`config.mk`:
```
export PLATFORM = sky130hd
export DESIGN_NAME = neuron_layer_ctrl
export DESIGN_NICKNAME = d
export VERILOG_FILES = /design/src/rtl/neuron_pkg.sv /design/src/rtl/mac_unit.sv /design/src/rtl/neuron_layer_ctrl.sv
export SDC_FILE = /design/constraint.sdc
export NUM_CORES = 1
export LEC_CHECK = 0
export ABC_AREA = 1
export CORE_ASPECT_RATIO = 0.5
export CORE_MARGIN = 2
export CORE_UTILIZATION = 45
export DETAILED_ROUTE_END_ITERATION = 8
export PLACE_DENSITY = 0.73
export SYNTH_ARGS = -nofsm -noshare
export SYNTH_HDL_FRONTEND = slang
export SYNTH_SLANG_ARGS = --single-unit
```
`constraint.sdc`:
```
create_clock -name clk -period 6.4 [get_ports clk]
set_input_delay 0.64 -clock clk [delete_from_list [all_inputs] [get_ports clk]]
set_output_delay 0.64 -clock clk [all_outputs]
set_load 0.02 [all_outputs]
```
`src/rtl/neuron_pkg.sv`:
```
// rtl/neuron_pkg.sv - shared state encoding and width helpers for the neuron layer
package neuron_pkg;

  typedef enum logic [1:0] {
    IDLE = 2'd0,
    MAC  = 2'd1,
    OUT  = 2'd2,
    DONE = 2'd3
  } state_t;

  // Ceiling log2; clog2(1) is 0.
  function automatic int clog2(input int value);
    int r;
    r = 0;
    while ((1 << r) < value) r++;
    return r;
  endfunction

  // Accumulator width: a 16-bit product summed N times cannot exceed this.
  function automatic int acc_width(input int n);
    return 16 + clog2(n + 1);
  endfunction

endpackage

```
`src/rtl/mac_unit.sv`:
```
// rtl/mac_unit.sv - signed 8x8 multiply-accumulate with synchronous clear and enable
module mac_unit #(
  parameter int ACC_W = 18
) (
  input  logic                    clk,
  input  logic                    rst,
  input  logic                    clr,
  input  logic                    en,
  input  logic signed [7:0]       x,
  input  logic signed [7:0]       w,
  output logic signed [ACC_W-1:0] acc
);

  logic signed [15:0]      prod;
  logic signed [ACC_W-1:0] acc_q;
  logic signed [ACC_W-1:0] acc_d;

  // Product is sign-extended up to the accumulator width before summing.
  always_comb begin
    prod  = x * w;
    acc_d = acc_q;
    if (clr) begin
      acc_d = '0;
    end else if (en) begin
      acc_d = acc_q + {{(ACC_W-16){prod[15]}}, prod};
    end
  end

  // Accumulator register; clear takes priority over enable.
  always_ff @(posedge clk or negedge rst) begin
    if (!rst) begin
      acc_q <= '0;
    end else begin
      acc_q <= acc_d;
    end
  end

  assign acc = acc_q;

endmodule

```
`src/rtl/neuron_layer_ctrl.sv`:
```
// rtl/neuron_layer_ctrl.sv - sequences one fully connected layer pass with ReLU output handshake
module neuron_layer_ctrl
  import neuron_pkg::*;
#(
  parameter  int N     = 3,
  parameter  int M     = 4,
  localparam int ACC_W = acc_width(N)
) (
  input  logic              clk,
  input  logic              rst,
  input  logic              start,
  output logic              busy,
  output logic              done,
  output logic [31:0]       x_adr,
  output logic [31:0]       w_adr,
  input  logic signed [7:0] x,
  input  logic signed [7:0] w,
  output logic              out_valid,
  input  logic              out_ready,
  output logic [7:0]        out_idx,
  output logic [ACC_W-1:0]  out_data
);

  state_t      state_q, state_d;
  logic [7:0]  i_q, i_d;
  logic [7:0]  j_q, j_d;
  logic [31:0] xa_q, xa_d;
  logic [31:0] wa_q, wa_d;
  logic [31:0] cur_x_adr;
  logic [31:0] cur_w_adr;
  logic        mac_clr;
  logic        mac_en;
  logic signed [ACC_W-1:0] acc;

  assign cur_x_adr = 32'(i_q);
  assign cur_w_adr = 32'(j_q) * 32'(N) + 32'(i_q);

  mac_unit #(
    .ACC_W(ACC_W)
  ) u_mac (
    .clk (clk),
    .rst (rst),
    .clr (mac_clr),
    .en  (mac_en),
    .x   (x),
    .w   (w),
    .acc (acc)
  );

  // Next-state, counter and accumulator-control decode.
  always_comb begin
    state_d = state_q;
    i_d     = i_q;
    j_d     = j_q;
    xa_d    = xa_q;
    wa_d    = wa_q;
    mac_clr = 1'b0;
    mac_en  = 1'b0;
    unique case (state_q)
      IDLE: begin
        if (start) begin
          state_d = MAC;
          i_d     = '0;
          j_d     = '0;
          mac_clr = 1'b1;
        end
      end
      MAC: begin
        mac_en = 1'b1;
        xa_d   = cur_x_adr;
        wa_d   = cur_w_adr;
        if (i_q == 8'(N - 1)) begin
          state_d = OUT;
        end else begin
          i_d = i_q + 8'd1;
        end
      end
      OUT: begin
        if (out_ready) begin
          if (j_q == 8'(M - 1)) begin
            state_d = DONE;
          end else begin
            state_d = MAC;
            j_d     = j_q + 8'd1;
            i_d     = '0;
            mac_clr = 1'b1;
          end
        end
      end
      DONE: begin
        state_d = IDLE;
      end
      default: begin
        state_d = IDLE;
      end
    endcase
  end

  // State, counters and held addresses; reset drops any pass in progress.
  always_ff @(posedge clk or negedge rst) begin
    if (!rst) begin
      state_q <= IDLE;
      i_q     <= '0;
      j_q     <= '0;
      xa_q    <= '0;
      wa_q    <= '0;
    end else begin
      state_q <= state_d;
      i_q     <= i_d;
      j_q     <= j_d;
      xa_q    <= xa_d;
      wa_q    <= wa_d;
    end
  end

  // Addresses track the counters in MAC and freeze at their last value elsewhere.
  assign x_adr     = (state_q == MAC) ? cur_x_adr : xa_q;
  assign w_adr     = (state_q == MAC) ? cur_w_adr : wa_q;
  assign busy      = (state_q != IDLE);
  assign done      = (state_q == DONE);
  assign out_valid = (state_q == OUT);
  assign out_idx   = j_q;
  assign out_data  = (state_q == OUT && !acc[ACC_W-1]) ? acc : '0;

endmodule

```
### After elaboration in Yosys (flattened, before gate mapping)

Index checks and enable logic that the tools add are counted.

* latch bits: 0
* output and inout bits: 93
* RAM bits: 0
* input bits: 20
* bits in read-only memories: 0
* memories kept: 0
* flip-flop bits (word level): 100
* logic and storage cells: 55

* add/subtract/negate cells: 4
* multiplexer cells: 23
* $lt $le $gt $ge: 0
* equal/unequal tests: 10
* divide/modulo/power cells: 0
* shift-type cells: 0
* reductions and logical operators: 10
* multipliers: 2
* bitwise logic cells: 0

Operators with widths (number)
* $mux W32: 2
* $mux W18: 3
* $mux W8: 6
* $pmux W8 S3: 1
* $add A18 B18 Y18: 1
* $add A8 B1 Y8 const B: 2
* $eq A8 B2 Y1 const B: 2
* $mul A8 B8 Y16: 1
* $pmux W8 S2: 1
* $add A10 B8 Y11: 1
* $mul A8 B2 Y10 const B: 1
* $mux W2: 4
* $ne A2 B2 Y1 const B: 4
* $pmux W2 S4: 1
* $reduce_bool A2 Y1: 3
* $reduce_and A5 Y1: 1
* $eq A2 B2 Y1 const B: 2
* $mux W1: 4
* $reduce_and A4 Y1: 1
* $reduce_and A3 Y1: 1
* $reduce_bool A3 Y1: 1
* $eq A2 B1 Y1 const B: 1
* $logic_not A2 Y1: 1
* $ne A2 B1 Y1 const B: 1
* 3 further kinds: 3

### Logic depth before layout (Yosys ltp)

* depth after elaboration: 5
* depth in mapped cells: 31
* mapped depth without buffers: 30

### Modules after synthesis

Synthesis repeated with hierarchy kept, for this count alone.

* cells, all modules: 1115
* area total of the unflattened synthesis: 8546.9 µm²

By module, submodules not included
* mac_unit: sequential area each 450.4 µm², cells each 637, instances 1, area an instance 4420.5 µm²
* neuron_layer_ctrl: sequential area each 2052.0 µm², cells each 478, instances 1, area an instance 4126.5 µm²

### Worst setup path before layout

OpenSTA, ideal clock, no wires.

* path type: input to register
* from: input port x[0]
* to: register u_mac.acc_q[17] (netlist: u_mac.acc[17])
* arrival: 5.525 ns
* slack: 0.757 ns
* cell stages on the path: 24
* required time: 6.282 ns
* cell sequence: clkbuf_1 or2_2 fa_1 fa_1 inv_1 fa_1 inv_1 fa_1 inv_1 ha_1 a21o_1 a31oi_1 o221ai_1 xnor2_1 inv_1 ha_1 a21o_1 o21bai_1 a21oi_1 nand2_1 nor2_1 nand3_1 nand3_1 nand2_1

* cells in the longest elaborated chain, start to end: 4

RTL lines
* start, declared: RTL line neuron_layer_ctrl.sv:16 `input logic signed [7:0] x,`
* $mul A8 B8 Y16: RTL line mac_unit.sv:20 `prod = x * w;`
* $add A18 B18 Y18: RTL line mac_unit.sv:25 `acc_d = acc_q + {{(ACC_W-16){prod[15]}}, prod};`
* $mux W18: RTL line mac_unit.sv:24 `end else if (en) begin`
* $mux W18: RTL line mac_unit.sv:22 `if (clr) begin`
* end signal, assigned: RTL line mac_unit.sv:32 `acc_q <= '0;`
* end signal, assigned: RTL line mac_unit.sv:34 `acc_q <= acc_d;`
* end, declared: RTL line mac_unit.sv:15 `logic signed [ACC_W-1:0] acc_q;`

No other way between the ends. The select of a mux whose other input is x is not followed.
A chain may end at the register's enable or synchronous reset.

### Worst setup path in the final report

* from: input port w[7]
* to: register u_mac.acc_q[17] (netlist: u_mac.acc[17])

* cells in the longest elaborated chain, start to end: 4

RTL lines
* start, declared: RTL line neuron_layer_ctrl.sv:17 `input logic signed [7:0] w,`
* $mul A8 B8 Y16: RTL line mac_unit.sv:20
* $add A18 B18 Y18: RTL line mac_unit.sv:25
* $mux W18: RTL line mac_unit.sv:24
* $mux W18: RTL line mac_unit.sv:22

No other way between the ends. The select of a mux whose other input is x is not followed.

==> qor.json <==
{
  "yosysUniqueCellTypes": {"value": 39},
  "clock_sink_count": {"value": 100},
  "drt-initial-drc-count": {"value": 329},
  "reg2regPathDepth": {"value": 13},
  "syn_area": {"value": 0.00810, "unit": "sq mm"},
  "drt-vias-per-instance": {"value": 4.81},
  "layout.cells.most_common_list": {"value": "sky130_fd_sc_hd__inv_1, sky130_fd_sc_hd__nand2_1, sky130_fd_sc_hd__clkdlybuf4s50_1"},
  "vias": {"value": 6636},
  "hold_buffers": {"value": 0},
  "hold_vio_cnt_final": {"value": 0},
  "power.share.combinational": {"value": 69.5, "unit": "%"},
  "synthesized_netlist_net_count": {"value": 1192},
  "dieArea": {"value": 0.0192, "unit": "sq mm"},
  "initial_utilization": {"value": 46.3, "unit": "%"},
  "synthesis.instances": {"value": 1042},
  "routed_wire_length_per_instance": {"value": 13.1, "unit": "um"},
  "multi_input_comb_area": {"value": 0.00448, "unit": "sq mm"},
  "timing_worst_slew_pin_value": {"value": 1.02, "unit": "ns"},
  "layout-drive-gt1-share": {"value": 3.49, "unit": "%"},
  "number_of_antenna_violations_at_the_first_check_in_global_routing": {"value": 0},
  "timing_max_transition_violations_final": {"value": 0},
  "switching_share": {"value": 51.4, "unit": "%"},
  "synthesis.area_per_instance": {"value": 7.78, "unit": "sq um"},
  "final.fill_count": {"value": 1636},
  "drtPass1Iterations": {"value": 5},
  "antenna_cells": {"value": 0},
  "layout.cells.most_common": {"value": "sky130_fd_sc_hd__inv_1"},
  "hold_path_class": {"value": "in -> async"},
  "fin_setup_tns": {"value": 0, "unit": "ns"},
  "slew-limit-headroom": {"value": 31.4, "unit": "%"},
  "grt_use_total": {"value": 20.3, "unit": "%"},
  "timing_limited_maximum_frequency": {"value": 0.168, "unit": "GHz"},
  "setup.worst_path.class": {"value": "in -> reg"},
  "tritoncts.num_buffers": {"value": 9},
  "die_w": {"value": 194, "unit": "um"},
  "cp_data_required_time": {"value": 6.64, "unit": "ns"},
  "cts.reportedPaths.clkPinSlew": {"value": 0.07, "unit": "ns"},
  "ioPinCount": {"value": 113},
  "critical_path_arrival": {"value": 6.20, "unit": "ns"},
  "finish.net_count": {"value": 1292},
  "grt_pass1_vias": {"value": 6818},
  "synth_edf_count": {"value": 0},
  "maximum_number_of_buffers_from_clock_root_to_sink": {"value": 2},
  "biggest_fanout_along_the_worst_timing_path": {"value": 6},
  "net-switching-power": {"value": 0.00243, "unit": "W"},
  "p_leak": {"value": 5.23, "unit": "nW"},
  "timing.hold.ws": {"value": 0.305, "unit": "ns"},
  "grt_start_max_net_pins": {"value": 64},
  "ctsHtreeMaxLevel": {"value": 3},
  "finalWeightedCongestion": {"value": 0.900},
  "synth-async-reset-ratio": {"value": 100, "unit": "%"},
  "postPlaceCellArea": {"value": 0.00943, "unit": "sq mm"},
  "critical_path_endpoint_category": {"value": "flip-flop"},
  "fp.dieH": {"value": 98.9, "unit": "um"},
  "clock_skew": {"value": 0.00715, "unit": "ns"},
  "power.share.sequential": {"value": 17.6, "unit": "%"},
  "routed_wirelength": {"value": 18.0, "unit": "mm"},
  "layout_min_cycle_time": {"value": 5.96, "unit": "ns"},
  "area_delta_synth_final": {"value": 20.6, "unit": "%"},
  "pwr_density_cell": {"value": 484, "unit": "mW/mm^2"},
  "drc": {"value": 0},
  "place.detailed.hpwl": {"value": 14.3, "unit": "mm"},
  "synth-main-ff-cell": {"value": "sky130_fd_sc_hd__dfrtp_1"},
  "grt_pass1_wl": {"value": 32.0, "unit": "mm"},
  "ffs_latches_synth": {"value": 100},
  "post_layout_inst_area": {"value": 0.00977, "unit": "sq mm"},
  "power.ir.vdd_worst": {"value": 381, "unit": "uV"},
  "power_report.internal_total": {"value": 0.00230, "unit": "W"},
  "unrepaired_setup_endpoints_after_global_routing": {"value": "false"},
  "cts_tree": {"value": "yes"},
  "ctsRootBufferMaster": {"value": "sky130_fd_sc_hd__clkbuf_16"},
  "worstSkewPairLatency": {"value": 0.35, "unit": "ns"},
  "synth-seq-area-share": {"value": 30.9, "unit": "%"},
  "gr-total-overflow": {"value": 0},
  "power.share.clock": {"value": 12.9, "unit": "%"},
  "row_count": {"value": 34},
  "startpoint_type": {"value": "input pin"},
  "layout.area.seq": {"value": 0.00250, "unit": "sq mm"},
  "core_area": {"value": 0.0175, "unit": "sq mm"},
  "yosys_warnings": {"value": 0},
  "portBuffers": {"value": 111},
  "drtAntennaViolNets": {"value": 0},
  "setup_viol": {"value": 0},
  "outcome": {"value": "finished, final reports clean"},
  "timing.final.crit_share": {"value": 93.1, "unit": "%"},
  "cap_viol_max_count": {"value": 0}
}
power groups by stage:
stage	clock network, W	logic, W	registers, W
3_5_place_dp	0	0.00325	0.000849
5_1_grt	0.000651	0.00377	0.000849
4_1_cts	0.000623	0.00327	0.000836
3_3_place_gp	0	0.00316	0.000846
6_report	0.000610	0.00328	0.000834
2_1_floorplan	0	0.00248	0.000828
metal layers:
metal,up-vias,share of wire (%),track usage (%)
li1,3335,-,-
met1,3157,46,26.4
met2,120,49,35.6
met3,24,3.4,2.98
met4,0,1.6,5.58
met5,-,0,0
worst paths after layout:
check	from	to	slack, ns
worst max-delay path	w[7]	u_mac.acc[17]$_DFFE_PN0P_	0.44
max in group asynchronous	rst	u_mac.acc[2]$_DFFE_PN0P_	5.00
worst min-delay path	rst	xa_q[21]$_DFF_PN0_	0.30
worst max register to register	out_idx[0]$_DFFE_PN0P_	wa_q[9]$_DFF_PN0_	3.75
min in group clk	wa_q[1]$_DFF_PN0_	wa_q[1]$_DFF_PN0_	0.47
worst min register to register	wa_q[1]$_DFF_PN0_	wa_q[1]$_DFF_PN0_	0.47
per-stage QoR:
step / setup slack [ns] / std cells / total power [W] / util (%)
after floorplan: 0.757 / 1042 / 0.00331 / -
after global routing: 0.00891 / 1381 / 0.00527 / 55.9
final: 0.441 / 1381 / 0.00473 / 55.9
after detailed placement: 0.0654 / 1365 / 0.00409 / 54.0
after global placement: 0.169 / 1365 / 0.00401 / 54.0
after CTS: 0.414 / 1381 / 0.00473 / 55.9
repair_timing:
action / 4_1_cts / 5_1_grt
endpoints found under the hold margin: 0 / 0
gates resized for setup: 0 / 2
setup endpoints to repair: 0 / 1
setup buffers: 0 / 0
cells by family (layout without fill, tap and decap cells):
| logic type | after synthesis | in the layout | synth area share [%] |
|---|---|---|---|
| XOR/XNOR | 18 | 18 | 1.95 |
| AND/OR/NAND/NOR | 372 | 372 | 18.8 |
| flip-flops | 100 | 100 | 30.9 |
| other | 1 | 1 | 0.0463 |
| AO/OA/AOI/OAI | 126 | 126 | 8.49 |
| buffers and inverters | 295 | 400 | 13.9 |
| adder cells (fa/ha/maj) | 130 | 130 | 26.0 |
sequential cells by signal, summed over array words and instances (netlist names):
name / count
i_q: 8
out_idx: 8
state_q: 2
u_mac.acc: 18
wa_q: 32
xa_q: 32
cells in the mapped netlist (4+ instances only):
library cell | n | area [sq um]
sky130_fd_sc_hd__inv_1 | 259 | 972
sky130_fd_sc_hd__nand2_1 | 199 | 747
sky130_fd_sc_hd__nor2_1 | 106 | 398
sky130_fd_sc_hd__dfrtp_1 | 100 | 2500
sky130_fd_sc_hd__ha_1 | 66 | 826
sky130_fd_sc_hd__fa_1 | 64 | 1280
sky130_fd_sc_hd__o21ai_0 | 52 | 260
sky130_fd_sc_hd__a21oi_1 | 47 | 235
sky130_fd_sc_hd__nand3_1 | 46 | 230
sky130_fd_sc_hd__clkbuf_1 | 22 | 82.6
sky130_fd_sc_hd__xor2_1 | 13 | 114
sky130_fd_sc_hd__nand4_1 | 8 | 50.1
sky130_fd_sc_hd__inv_2 | 6 | 22.5
sky130_fd_sc_hd__a21o_1 | 5 | 37.5
sky130_fd_sc_hd__o22ai_1 | 5 | 31.3
sky130_fd_sc_hd__xnor2_1 | 5 | 43.8
sky130_fd_sc_hd__a31oi_1 | 4 | 25.0
cell type report:
cell class,instances,share of cell area (%)
multi-input cells,647,45.9
clock inverters,6,0.960
clock buffers,10,2.45
repair buffers,118,11.9
flip-flops and latches,100,25.6
well taps,234,3.00
inverters,266,10.2
critical path: stages:
cell,delay [ns]
sky130_fd_sc_hd__clkdlybuf4s50_1,0.52
sky130_fd_sc_hd__inv_1,0.07
sky130_fd_sc_hd__or2_2,0.29
sky130_fd_sc_hd__fa_1,0.51
sky130_fd_sc_hd__fa_1,0.55
sky130_fd_sc_hd__inv_1,0.06
sky130_fd_sc_hd__fa_1,0.56
sky130_fd_sc_hd__inv_1,0.07
sky130_fd_sc_hd__fa_1,0.53
sky130_fd_sc_hd__inv_1,0.04
sky130_fd_sc_hd__ha_1,0.29
sky130_fd_sc_hd__a21o_1,0.20
sky130_fd_sc_hd__a31oi_1,0.23
sky130_fd_sc_hd__o221ai_1,0.17
sky130_fd_sc_hd__xnor2_1,0.16
sky130_fd_sc_hd__inv_1,0.06
sky130_fd_sc_hd__ha_1,0.34
sky130_fd_sc_hd__a21o_1,0.20
sky130_fd_sc_hd__o21bai_1,0.17
sky130_fd_sc_hd__a21oi_1,0.13
sky130_fd_sc_hd__nand2_1,0.06
sky130_fd_sc_hd__nor2_1,0.11
sky130_fd_sc_hd__nand3_1,0.09
sky130_fd_sc_hd__nand3_1,0.08
sky130_fd_sc_hd__nand2_1,0.06
No activity file was read; power rests on OpenSTA's default activity.
